<file path="src/rtl/i2s_pkg.sv">
// Shared constants and helpers for the I2S player: frame geometry and default sizing.
package i2s_pkg;

  localparam int FRAME_BITS        = 64;
  localparam int SLOT_BITS         = 32;
  localparam int DEFAULT_DATA_W    = 16;
  localparam int DEFAULT_BCLK_HALF = 4;

  typedef enum logic {
    SLOT_LEFT  = 1'b0,
    SLOT_RIGHT = 1'b1
  } slot_e;

  // Slot position 0 is the one-bit I2S delay; positions 1..data_w carry sample bits MSB first.
  function automatic logic slot_carries_data(input logic [4:0] pos, input int data_w);
    return (pos != 5'd0) && (int'(pos) <= data_w);
  endfunction

endpackage

</file>
<file path="src/rtl/i2s_bclk_gen.sv">
// Bit-clock divider: toggles dac_bclk every BCLK_HALF system clocks and flags the falling-edge cycle.
module i2s_bclk_gen
  import i2s_pkg::*;
#(
  parameter int BCLK_HALF = DEFAULT_BCLK_HALF
) (
  input  logic clk_12mhz,
  input  logic rst,
  output logic dac_bclk,
  output logic bclk_fall
);

  localparam int CNT_W = (BCLK_HALF > 1) ? $clog2(BCLK_HALF) : 1;
  localparam logic [CNT_W-1:0] LAST_CNT = CNT_W'(BCLK_HALF - 1);

  logic [CNT_W-1:0] div_cnt;
  logic             wrap;

  assign wrap = (div_cnt == LAST_CNT);

  // High on the clk edge where the registered dac_bclk is about to go 1->0.
  assign bclk_fall = wrap & dac_bclk;

  always_ff @(posedge clk_12mhz or posedge rst) begin
    if (rst) begin
      div_cnt  <= '0;
      dac_bclk <= 1'b0;
    end else if (wrap) begin
      div_cnt  <= '0;
      dac_bclk <= ~dac_bclk;
    end else begin
      div_cnt  <= div_cnt + 1'b1;
    end
  end

endmodule

</file>
<file path="src/rtl/i2s_player.sv">
// Mono I2S transmitter: latches one sample per 64-bit frame and sends it MSB first in both slots.
// Optional build macro I2S_RIGHT_MUTE_EN silences the right slot while keeping LRCK timing.
module i2s_player
  import i2s_pkg::*;
#(
  parameter int DATA_W    = DEFAULT_DATA_W,
  parameter int BCLK_HALF = DEFAULT_BCLK_HALF
) (
  input  logic              clk_12mhz,
  input  logic              rst,
  input  logic [DATA_W-1:0] audio_in,
  output logic              dac_bclk,
  output logic              dac_lrck,
  output logic              dac_din
);

  localparam int BIT_W = $clog2(FRAME_BITS);
  localparam int POS_W = $clog2(SLOT_BITS);

  logic              bclk_fall;
  logic [BIT_W-1:0]  bit_cnt;
  logic [BIT_W-1:0]  next_bit;
  logic [POS_W-1:0]  next_pos;
  logic [DATA_W-1:0] latched_sample;
  logic [DATA_W-1:0] shifted;
  logic              next_din;

  i2s_bclk_gen #(
    .BCLK_HALF(BCLK_HALF)
  ) u_bclk (
    .clk_12mhz(clk_12mhz),
    .rst      (rst),
    .dac_bclk (dac_bclk),
    .bclk_fall(bclk_fall)
  );

  assign next_bit = bit_cnt + 1'b1;
  assign next_pos = next_bit[POS_W-1:0];

  // Outputs are computed for the bit position being entered, so every output is a plain register.
  always_comb begin
    next_din = 1'b0;
    shifted  = latched_sample << (next_pos - 1'b1);
    if (slot_carries_data(next_pos, DATA_W)) begin
      next_din = shifted[DATA_W-1];
    end
`ifdef I2S_RIGHT_MUTE_EN
    if (next_bit[BIT_W-1]) begin
      next_din = 1'b0;
    end
`endif
  end

  always_ff @(posedge clk_12mhz or posedge rst) begin
    if (rst) begin
      bit_cnt        <= '0;
      dac_lrck       <= SLOT_LEFT;
      dac_din        <= 1'b0;
      latched_sample <= '0;
    end else if (bclk_fall) begin
      bit_cnt  <= next_bit;
      dac_lrck <= next_bit[BIT_W-1] ? SLOT_RIGHT : SLOT_LEFT;
      dac_din  <= next_din;
      if (next_bit == '0) begin
        latched_sample <= audio_in;
      end
    end
  end

endmodule

</file>
<file path="config.mk">
export PLATFORM = sky130hd
export DESIGN_NAME = i2s_player
export DESIGN_NICKNAME = d
export VERILOG_FILES = /design/src/rtl/i2s_pkg.sv /design/src/rtl/i2s_bclk_gen.sv /design/src/rtl/i2s_player.sv
export SDC_FILE = /design/constraint.sdc
export NUM_CORES = 1
export LEC_CHECK = 0
export CORE_MARGIN = 2
export CORE_UTILIZATION = 35
export CTS_CLUSTER_DIAMETER = 40
export DETAILED_ROUTE_END_ITERATION = 12
export PLACE_DENSITY_LB_ADDON = 0.15
export SLEW_MARGIN = 0
export SYNTH_ARGS = -nofsm -noshare
export SYNTH_HDL_FRONTEND = slang
export SYNTH_SLANG_ARGS = --single-unit
</file>
<file path="constraint.sdc">
create_clock -name clk_12mhz -period 2.9 [get_ports clk_12mhz]
set_input_delay 0.29 -clock clk_12mhz [delete_from_list [all_inputs] [get_ports clk_12mhz]]
set_output_delay 0.29 -clock clk_12mhz [all_outputs]
set_load 0.005 [all_outputs]
</file>
# --- Yosys cells after proc, flatten, opt, wreduce, memory -nomap -nowiden ---
# Index checks and enable logic that the tools add are counted.
totals:
  mem_bits_rw: 0
  input_bits: 18
  regBits: 27
  romBits: 0
  n_memories: 0
  word_cells: 21
  latchBits: 0
op_classes:
  bitwise: 2
  mul: 0
  order_cmp: 1
  mux: 3
  addsub: 3
  reduce_logical: 4
  eq_ne: 1
  n_div: 0
  shifts: 1
op_table:
  columns: ["cell", "count"]
  rows:
  - ["$shl A16 B5 Y16", 1]
  - ["$add A6 B1 Y6 const B", 1]
  - ["$logic_not A6 Y1", 1]
  - ["$le A5 B5 Y1 const B", 1]
  - ["$reduce_bool A5 Y1", 1]
  - ["$sub A5 B1 Y5 const B", 1]
  - ["$add A2 B1 Y2 const B", 1]
  - ["$eq A2 B2 Y1 const B", 1]
  - ["$mux W1", 2]
  - ["$mux W2", 1]
  - ["$reduce_and A2 Y1", 1]
  - ["$and A1 B1 Y1", 1]
  - ["$logic_and A1 B1 Y1", 1]
  - ["$not A1 Y1", 1]

# --- Longest topological paths before layout ---
# Gate-level depths: netlist of run 1.
logic_depth:
  ltp_word: 4
  depth_mapped: 7
  mapped_depth_nobuf: 6

# --- Cells and area by module ---
# From an unflattened synthesis of run 1, not the netlist that was laid out.
unflattened:
  hier_cells: 95
  area_unflattened_um2: 1312.5
modules_own_cells:
  columns: ["mod", "seq_area_each_um2", "area_each_um2", "n_inst", "cells_per_inst"]
  rows:
  - ["i2s_player", 575.6, 1201.2, 1, 87]
  - ["i2s_bclk_gen", 75.1, 111.4, 1, 8]

# --- Worst setup path before layout of run 1 ---
# Ideal clock, no wire load.
synth_path:
  path_kind: "reg2reg"
  startpoint: "register bit_cnt[0]"
  endpoint: "register dac_din"
  synth_period_minus_slack_ps: 2069
  n_path_buf: 1
  path_slack_ps: 831
  setup_ps: 128
  t_required_ps: 2772
  arrival_ps: 1941
  stages_incl_launch_ff: 7
  path_cell_list: "dfrtp_1 ha_1 clkbuf_1 mux4_2 o2111a_1 a211oi_1 o31ai_1"
synth_via:
  elab_chain_cells: 4
  word_cells_on_any_way: 7
synth_lines:
  columns: ["element", "line_no", "source"]
  rows:
  - ["from (decl)", "i2s_player.sv:21", "logic [BIT_W-1:0] bit_cnt;"]
  - ["from (signal assigned)", "i2s_player.sv:61", "bit_cnt <= next_bit;"]
  - ["$add A6 B1 Y6 *", "i2s_player.sv:37", "assign next_bit = bit_cnt + 1'b1;"]
  - ["net next_bit[1]", "i2s_player.sv:22", "logic [BIT_W-1:0] next_bit;"]
  - ["$sub A5 B1 Y5, or another cell as far along", "i2s_player.sv:43", "shifted = latched_sample << (next_pos - 1'b1);"]
  - ["$shl A16 B5 Y16 / $logic_and A1 B1 Y1 (equally long branches)", "i2s_player.sv:43, i2s_pkg.sv:16", null]
  - ["$mux W1 *", "i2s_player.sv:44", "if (slot_carries_data(next_pos, DATA_W)) begin"]
  - ["to (signal assigned)", "i2s_player.sv:63", "dac_din <= next_din;"]
  - ["to (decl)", "i2s_player.sv:14", "output logic dac_din"]
# Mark *: on every way through the listed nets, which the timed path passes. The rest lies on a longest branch.
# A chain may end at the register's enable or synchronous reset.

# --- Final worst setup path of run 1 ---
layout_path:
  startpoint: "register bit_cnt[2]"
  endpoint: "register latched_sample[3]"
layout_via:
  elab_chain_cells: 3
layout_lines:
  columns: ["element", "line_no", "source"]
  rows:
  - ["$add A6 B1 Y6", "i2s_player.sv:37", null]
  - ["$logic_not A6 Y1", "i2s_player.sv:64", "if (next_bit == '0) begin"]
  - ["$reduce_and A2 Y1 (no source line)", null, null]
  - ["to (signal assigned)", "i2s_player.sv:65", "latched_sample <= audio_in;"]
  - ["to (decl)", "i2s_player.sv:24", "logic [DATA_W-1:0] latched_sample;"]
# No other way between the ends.

==> results of run 1 <==
==> synth_stat cells <==
| master | n | area [µm²] |
|---|---|---|
| xor2_1 | 1 | 8.760 |
| and3_4 | 1 | 11.26 |
| buf_4 | 1 | 7.510 |
| o2111ai_1 | 1 | 8.760 |
| dfrtp_1 | 26 | 650.6 |
| nand4_1 | 3 | 18.77 |
| and2b_2 | 1 | 8.760 |
| nand2_1 | 8 | 30.03 |
| o31ai_1 | 1 | 7.510 |
| buf_6 | 1 | 11.26 |
| or4_4 | 1 | 11.26 |
| a211oi_4 | 1 | 20.02 |
| nor2_1 | 1 | 3.750 |
| or2_2 | 1 | 6.260 |
| nand4bb_2 | 1 | 16.27 |
| nand2b_1 | 2 | 12.51 |
| mux2_2 | 16 | 180.2 |
| o2111a_1 | 2 | 22.52 |
| nand3_1 | 1 | 5.000 |
| and2_1 | 1 | 6.260 |
| nor3_1 | 1 | 5.000 |
| a211oi_1 | 2 | 15.01 |
| mux4_2 | 4 | 90.09 |
| o211ai_1 | 1 | 7.510 |
| o21ai_0 | 1 | 5.000 |
| inv_1 | 2 | 7.510 |
| clkbuf_1 | 3 | 11.26 |
| o21a_1 | 2 | 15.01 |
| ha_1 | 2 | 25.02 |
| xnor2_1 | 5 | 43.79 |
| nand3b_1 | 1 | 7.510 |
==> registers in the layout, summed over array words and instances (netlist names) <==
| register | count |
|---|---|
| u_bclk.dac_bclk | 1 |
| dac_din | 1 |
| dac_lrck | 1 |
| bit_cnt | 5 |
| u_bclk.div_cnt | 2 |
| latched_sample | 16 |
==> where the power goes <==
part | switching (mW) | internal, mW
sequential | 0 | 0.363
clock | 0.107 | 0.0767
combinational | 0.00927 | 0.0199
total | 0.116 | 0.459
==> stage by stage <==
| stage | power, mW | instance area, µm² | util (%) |
|---|---|---|---|
| after floorplan | 0.3750 | 1280 | - |
| after global placement | 0.3993 | 1515 | 44.36 |
| after detailed placement | 0.3995 | 1515 | 44.36 |
| after CTS | 0.5823 | 1551 | 45.42 |
| after global routing | 0.6019 | 1551 | 45.42 |
| final | 0.5755 | 1551 | 45.42 |
==> critical path, delay by kind of cell, from the launching register on <==
kind / cells / cell delay (ns)
compound gates: 1 / 0.23
buf+inv: 1 / 0.27
mux: 1 / 0.36
flops: 1 / 0.55
simple gates: 2 / 0.70
==> routing by layer <==
metal	vias up	track usage [%]	share of wire [%]
met5	-	0	0
met4	0	4.787	0.86
met3	2	2.604	3.4
met2	10	21.22	52
met1	391	15.59	44
li1	383	-	-
==> final timing paths <==
check                                      to  slack [ns]  depth (start not counted)
setup / recovery            latched_sample[3]        0.69                          5
hold / removal              u_bclk.div_cnt[0]        0.44                          1
min in group asynchronous     u_bclk.dac_bclk        0.48                          2
hold reg to reg             u_bclk.div_cnt[0]        0.44                          1
max in group asynchronous  latched_sample[14]        1.83                          2
setup reg to reg            latched_sample[3]        0.69                          5
==> cell families (layout without fill, tap and decap cells) <==
family	after synthesis	count (layout)	share of synthesized area [%]
flops	26	26	50.83
xor+xnor	6	6	4.106
simple gates	23	23	11.14
compound gates	11	11	7.917
buf+inv	7	27	2.933
fa+ha+maj	2	2	1.955
mux	20	20	21.11
==> cell type report <==
| class | count | area (µm²) |
|---|---|---|
| fillers | 341 | 1864 |
| repair buffers | 21 | 207.7 |
| multi-input cells | 62 | 591.8 |
| flip-flops and latches | 26 | 650.6 |
| inverters | 2 | 7.507 |
| well taps | 46 | 57.56 |
| clock buffers | 4 | 36.28 |
==> summary.txt, run 1 <==
run status: finished, final reports clean
Max-Cap Viols: 0
die area: 0.004157 mm²
IO Pins: 21
initial antenna violation count: 0
number of CTS-inserted buffers: 3
Post-CTS Repair Setup Buffers: 0
Starting Density: 37.47%
Worst setup startpoint: bit_cnt[2]
FMAX: 451.6 MHz
Mapped Cells: 95
Critical Path Fanout Max: 16
clock slew at reported path FFs: 0.14 ns
Tmin final: 2.214 ns
RSZ-0062 raised after global routing: false
Placed Cells: 157
CP Launch Type: register
H-tree levels: 1
Tcrit/Tclk final: 76.36%
CTS resizes: 0
endpoint type of the worst setup path: register
dpl hpwl: 1.648 mm
Die Y: 64.48 µm
Worst Setup Path Type: register to register
worst slew pin tran: 0.9764 ns
Worst Hold Class: register to register
antenna viol nets, final: 0
post-synthesis sequential area ratio: 50.83%
cell-by-cell trace of the critical path: and3_4, or4_4, a211oi_4, buf_4, mux2_2
fin nets: 136
endpoints failing setup: 0
DRC viols: 0
Slew Viols, Final: 0
CTS tree: done
Fin. Hold Viols: 0
Synth Net Count: 115
Worst Path Required: 3.12 ns
Mapped Avg Cell Area: 13.47 µm²
max incr delay on CP: 0.55 ns
PwrDens: 370.9 mW/mm²
Routed WL per cell: 13.72 µm
vias in the first global route: 868
Layout area overhead: 21.21%
HP Start: u_bclk.div_cnt[0]
via count: 786
most common cell after layout, fill and taps aside: dfrtp_1
Hold WS: 0.4352 ns
# diodes: 0
IO Port Bufs: 20
Yosys reg bits: 26
post-route insts no fill: 161
final setup margin: 0.6857 ns
CTS sink cnt: 26
RR Startpoint: bit_cnt[2]
final wirelength: 2.209 mm
Pleak: 0.6760 nW
IR drop worst, VDD: 0.2475 mV
Synth cell types: 31
global-route wire length before repair: 3.933 mm
clock buffer depth: 2
routed vias/inst: 4.882
Critical-path top delay cell: dfrtp_1
Setup Skew: 0.005991 ns
Slew Limit Headroom: 34.83%
largest net degree at the start of global routing: 27
GPL Wtd Cong: 0.7447
DP Worst Slack: 0.6603 ns
Syn Std Cell Area: 0.001280 mm²
DRT Pass-1 Iters: 4
Skew-Pair Late Insertion Delay: 0.32 ns
# hold bufs at CTS: 0
synthesis warning total: 0
drt initial violations: 20
root buffer selected by CTS: clkbuf_4
Critical Path AT: 2.43 ns
row count: 21
grt ovf: 0
ratio of cells with drive above 1 in the final layout: 26.96%
total core area: 0.003416 mm²
Sum Neg Setup Slack: 0 ns
die width: 64.48 µm
Total GRT Usage: 12.48%
commonest cells after routing, fill and taps aside: 26 x dfrtp_1, 20 x clkdlybuf4s50_1, 16 x mux2_2, 8 x nand2_1, 5 x xnor2_1
Power figures use the tool's default switching activity.
==> inputs of run 2 (changes only) <==
- clock period: 2.9 -> 1.84 ns (I/O delays scaled with it)
==> run 2 against run 1 <==
- the flow now finishes with violations (negative setup slack)
- wire length increased by 20%
- die area unchanged
- register-to-register slack lost 0.90 ns
- setup slack got worse by 0.90 ns
- first-iteration DRC count down 20%
- design area up 14%
- maximum frequency increased by 8.0%
- count of clock-buffer cells in the layout is the same
- critical path depth increased by 1
- non-clock buffer count up 15
- core utilization is 6.3 points higher
==> summary.txt, run 2 (synthesized netlist as in run 1, its figures left out) <==
IO Pins: 21 (unchanged)
Hold WS: 0.1882 ns (-0.2470 ns)
Worst Setup Path Type: register to register
clock slew at reported path FFs: 0.15 ns (about the same)
Starting Density: 37.47% (unchanged)
DRT Pass-1 Iters: 3 (-1)
FMAX: 487.9 MHz (+8.0%)
endpoint type of the worst setup path: register
final setup margin: -0.2094 ns (-0.8951 ns)
Tot Pwr: 920.7 µW (+60%)
cell depth of the worst flop-to-flop path: 6 (+1)
Setup Skew: 0.004806 ns (-0.001185 ns)
die area: 0.004157 mm² (unchanged)
CTS sink cnt: 26 (unchanged)
Worst Path Required: 2.07 ns (-1.05 ns)
PwrDens: 521.1 mW/mm² (+41%)
ratio of cells with drive above 1 in the final layout: 36.92% (+10 points)
Layout area overhead: 38.03%
via count: 852 (+8.4%)
crit path buf inv count: 2 (+1)
grt ovf: 0 (unchanged)
cell area after layout: 0.001767 mm² (+14%)
Placed Cells: 168 (+7.0%)
Tmin final: 2.049 ns (-0.1649 ns)
H-tree levels: 1 (unchanged)
Core Util, Final: 51.72% (+6.3 points)
final wirelength: 2.650 mm (+20%)
drt initial violations: 16 (-20%)
IO Port Bufs: 20 (unchanged)
Total GRT Usage: 14.02% (+1.5 points)
RR Startpoint: bit_cnt[0]
failing checks: negative setup slack
post-place instance area: 0.001610 mm² (+6.3%)
max reg flops: 16 (unchanged)
Critical Path Fanout Max: 6 (-10)
Skew-Pair Late Insertion Delay: 0.32 ns (about the same)
max incr delay on CP: 0.46 ns (-0.09 ns)
internal reg-to-reg setup slack: -0.21 ns (-0.90 ns)
Slew Limit Headroom: 77.71% (+43 points)
Max-Cap Viols: 0 (unchanged)
die width: 64.48 µm (unchanged)
fin nets: 151 (+11%)
Die Y: 64.48 µm (unchanged)
largest reg by FF count: latched_sample
# hold bufs at CTS: 0 (unchanged)
CTS tree: done
endpoints failing setup: 17 (+17)
antenna viol nets, final: 0 (unchanged)
Worst Hold Class: input port to asynchronous set/reset pin
# diodes: 0 (unchanged)
worst slew pin tran: 0.3343 ns (-0.6422 ns)
most common cell after layout, fill and taps aside: dfrtp_1
GPL Wtd Cong: 0.7792 (+4.6%)
root buffer selected by CTS: clkbuf_4
total core area: 0.003416 mm² (unchanged)
clock buffer depth: 2 (unchanged)
Routed WL per cell: 15.06 µm (+9.7%)
Pleak: 0.7726 nW (+14%)
commonest cells after routing, fill and taps aside: 26 x dfrtp_1, 20 x clkdlybuf4s50_1, 16 x mux2_4, 12 x buf_4, 8 x nand2_1
RSZ-0062 raised after global routing: true
RR Endpoint: latched_sample[2]
initial antenna violation count: 0 (unchanged)
largest net degree at the start of global routing: 27 (unchanged)
Tcrit/Tclk final: 111.4% (+35 points)
Fin. Hold Viols: 0 (unchanged)
row count: 21 (unchanged)
Regs by FF count: latched_sample x16, bit_cnt x5, u_bclk.div_cnt x2
cell family with most CP delay: simple AND/OR/NAND/NOR gates
dpl hpwl: 1.812 mm (+10%)
DRC viols: 0 (unchanged)
Critical Path AT: 2.28 ns (-0.15 ns)
global-route wire length before repair: 4.395 mm (+12%)
number of CTS-inserted buffers: 3 (unchanged)
routed vias/inst: 4.841 (-0.84%)
Slew Viols, Final: 0 (unchanged)
post-route insts no fill: 176 (+9.3%)
Critical-path top delay cell: dfrtp_1
vias in the first global route: 919 (+5.9%)
CP Launch Type: register
IR drop worst, VDD: 0.3678 mV (+49%)
cell-by-cell trace of the critical path: and3_4, or4_4, a211oi_4, buf_6, buf_12, mux2_4
run status: finished, violations left
[run 2: cell types whose count changed in the layout (fill, tap and decap cells not counted), sizes merged]
cell  change
buf      +15
[run 2: layout make-up]
cell class                      count  area (µm²)
Fill cell                         321        1649
Multi-Input combinational cell     62       670.6
Sequential cell                    26       650.6
Timing Repair Buffer               36       344.1
Tap cell                           46       57.56
Clock buffer                        4       36.28
Inverter                            2       7.507
[run 2: through the flow]
step	setup TNS (ns)	worst slack (ns)
after global routing	-3.707	-0.2741
after floorplan	-1.995	-0.1692
after CTS	-2.394	-0.1754
after global placement	-1.785	-0.1688
after detailed placement	-1.904	-0.2715
final	-2.935	-0.2094
[run 2: metal layers]
| layer | track usage, % | wire length [µm] | vias up |
|---|---|---|---|
| met4 | 6.383 | 15 | 0 |
| met5 | 0 | 0 | - |
| met1 | 18.69 | 1254 | 426 |
| met2 | 22.66 | 1317 | 10 |
| met3 | 2.083 | 63 | 2 |
| li1 | - | - | 414 |
[run 2: worst max path at each step]
stage	startpoint	end	slack, ns	cells after the start
after floorplan	bit_cnt[1]	latched_sample[10]	-0.17	5
after global placement	bit_cnt[0]	dac_din	-0.17	6
after detailed placement	bit_cnt[0]	dac_din	-0.27	6
after CTS	bit_cnt[0]	dac_din	-0.18	6
after global routing	bit_cnt[1]	dac_din	-0.27	7
final	bit_cnt[0]	latched_sample[2]	-0.21	6
[run 2: worst register-to-register path, stage by stage (launching register included)]
cell and delay [ns]:
dfrtp_1 0.46, and3_4 0.18, or4_4 0.43, a211oi_4 0.30
buf_6 0.16, buf_12 0.12, mux2_4 0.30
[run 2: what timing repair did]
item / 4_1_cts / 5_1_grt
gates resized for setup: 15 / 8
endpoints found under the setup margin: 17 / 17
pin swaps: 0 / 4
gates cloned: 1 / 0
buffers inserted: 2 / 2
[run 2: power breakdown]
| group | total, mW | switching, mW | internal [mW] |
|---|---|---|---|
| registers | 0.572 | 0 | 0.572 |
| logic | 0.0496 | 0.0161 | 0.0335 |
| clock network | 0.299 | 0.178 | 0.121 |
==> inputs of run 3 (changes only) <==
- CORE_UTILIZATION: 35 -> 47
==> run 3 against run 2 <==
- the flow still finishes with violations (negative setup slack)
- sequential power about the same
- clock skew is 0.0062 ns higher
- combinational power shrank 3%
- sequential cell count unchanged
- die area down 24%
- largest power group unchanged
- worst hold slack better by 0.018 ns
- critical path depth decreased by 1
- first-iteration DRC count is 50% lower
- highest routed layer unchanged
- global-route usage rose by 4.1 points
- total power fell by 6.9%
==> summary.txt, run 3 (synthesized netlist as in run 1, its figures left out) <==
run status: finished, violations left
failing checks: negative setup slack
initial antenna violation count: 0 (unchanged)
CP Launch Type: register
multi-input combinational cell area: 634.4 µm² (-5.4%)
DRT Pass-1 Iters: 4 (+1)
endpoints failing setup: 17 (unchanged)
DP Worst Slack: -0.3060 ns (-0.03450 ns)
internal reg-to-reg setup slack: -0.15 ns (+0.06 ns)
row count: 18 (-14%)
Fin. Hold Viols: 0 (unchanged)
root buffer selected by CTS: clkbuf_4
post-place instance area: 0.001578 mm² (-2.0%)
Worst Path Required: 2.05 ns (-0.02 ns)
via count: 900 (+5.6%)
Total GRT Usage: 18.08% (+4.1 points)
Die Y: 56.19 µm (-13%)
RSZ-0062 raised after global routing: true
IR drop worst, VDD: 0.3828 mV (+4.1%)
max reg flops: 16 (unchanged)
Tcrit/Tclk final: 108.2% (-3.2 points)
wire length on met1: 1.105 mm (-12%)
routed vias/inst: 5.660 (+17%)
Worst setup startpoint: bit_cnt[1]
Slew Viols, Final: 0 (unchanged)
Skew-Pair Late Insertion Delay: 0.32 ns (about the same)
total core area: 0.002522 mm² (-26%)
Sum Neg Setup Slack: -2.334 ns (+0.6010 ns)
CTS tree: done
die area: 0.003157 mm² (-24%)
Max-Cap Viols: 0 (unchanged)
grt ovf: 0 (unchanged)
IO Port Bufs: 20 (unchanged)
CTS sink cnt: 26 (unchanged)
post-route insts no fill: 159 (-9.7%)
Routed WL per cell: 16.13 µm (+7.1%)
Setup Skew: 0.01103 ns (+0.006229 ns)
cell area after layout: 0.001695 mm² (-4.0%)
fin nets: 151 (unchanged)
drt initial violations: 8 (-8)
# diodes: 0 (unchanged)
Worst Setup Path Type: register to register
RR Startpoint: bit_cnt[1]
endpoint type of the worst setup path: register
commonest cells after routing, fill and taps aside: 24 x dfrtp_1, 20 x clkdlybuf4s50_1, 13 x mux2_2, 13 x buf_4, 8 x nand2_1
Pleak: 0.7565 nW (-2.1%)
ratio of cells with drive above 1 in the final layout: 39.53% (+2.6 points)
H-tree levels: 1 (unchanged)
die width: 56.19 µm (-13%)
FMAX: 502.2 MHz (+2.9%)
Tmin final: 1.991 ns (-0.05828 ns)
met2 WL: 1.319 mm (+0.15%)
Layout fillers: 198 (-38%)
antenna viol nets, final: 0 (unchanged)
dpl hpwl: 1.879 mm (+3.7%)
Starting Density: 50.74% (+13 points)
final setup margin: -0.1511 ns (+0.05827 ns)
Regs by FF count: latched_sample x16, bit_cnt x5, u_bclk.div_cnt x2
Slew Limit Headroom: 77.71% (about the same)
largest reg by FF count: latched_sample
largest net degree at the start of global routing: 27 (unchanged)
Placed Cells: 152 (-9.5%)
number of CTS-inserted buffers: 3 (unchanged)
clock slew at reported path FFs: 0.14 ns (about the same)
vias in the first global route: 977 (+6.3%)
clock buffer depth: 2 (unchanged)
Reg area: 653.1 µm² (+0.38%)
Layout area overhead: 32.45%
Critical Path AT: 2.20 ns (-0.08 ns)
GPL Wtd Cong: 0.7903 (+1.4%)
IO Pins: 21 (unchanged)
global-route wire length before repair: 4.422 mm (+0.61%)
Critical Path Fanout Max: 6 (unchanged)
final wirelength: 2.565 mm (-3.2%)
most common cell after layout, fill and taps aside: dfrtp_1
worst slew pin tran: 0.3344 ns (+0.00007987 ns)
DR top layer: met4
DRC viols: 0 (unchanged)
PwrDens: 505.7 mW/mm² (-3.0%)
Worst Hold Class: input port to asynchronous set/reset pin
DR WL met3: 80 µm (+27%)
-- run 3: cell types whose count changed in the layout (fill, tap and decap cells not counted), sizes merged --
cell    delta
clkbuf     -1
-- run 3: power by group --
part,internal [mW],switching (mW)
logic,0.0329,0.0151
registers,0.571,0
clock network,0.0767,0.161
-- run 3: path summary, 6_finish.rpt --
check | to | cells after the start
worst max-delay path | latched_sample[14] | 5
worst min-delay path | latched_sample[3] | 3
worst max register to register | latched_sample[14] | 5
worst min register to register | u_bclk.div_cnt[0] | 1
max in group asynchronous | bit_cnt[1] | 3
min in group clk_12mhz | u_bclk.div_cnt[0] | 1
-- run 3: worst max-delay path, cell delays in order (launching register included) --
cell      delay, ns
dfrtp_2        0.47
and3_4         0.18
or4_4          0.43
a211oi_4       0.27
buf_4          0.20
mux2_2         0.34
-- run 3: layout make-up --
| type | count | area share, % |
|---|---|---|
| Inverter | 2 | 0.4428 |
| Sequential cell | 26 | 38.52 |
| Clock buffer | 3 | 1.328 |
| Timing Repair Buffer | 36 | 20.07 |
| Tap cell | 30 | 2.214 |
| Multi-Input combinational cell | 62 | 37.42 |
-- run 3: metal layers --
layer  global-route usage (%)  up-vias
met5                        0        -
met4                    8.503        0
met3                    2.558        9
met2                    30.08       19
met1                    23.18      450
li1                         -      422
-- run 3: what timing repair did --
item                                   CTS  global route
setup buffers                            2             2
gates cloned                             0             0
setup endpoints to repair               17            17
pin swaps                                1             6
hold buffers                             0             0
gates resized for setup                  7             6
endpoints found under the hold margin    0             0
-- run 3: metrics by stage --
stage | total power [mW] | hold WS [ns] | util, %
6_report | 0.8573 | 0.2063 | 67.21
5_1_grt | 0.8939 | 0.2354 | 67.21
4_1_cts | 0.8623 | 0.2276 | 65.43
3_5_place_dp | 0.6314 | 0.4237 | 62.55
3_3_place_gp | 0.6300 | 0.4132 | 62.55
2_1_floorplan | 0.5910 | 0.2240 | -
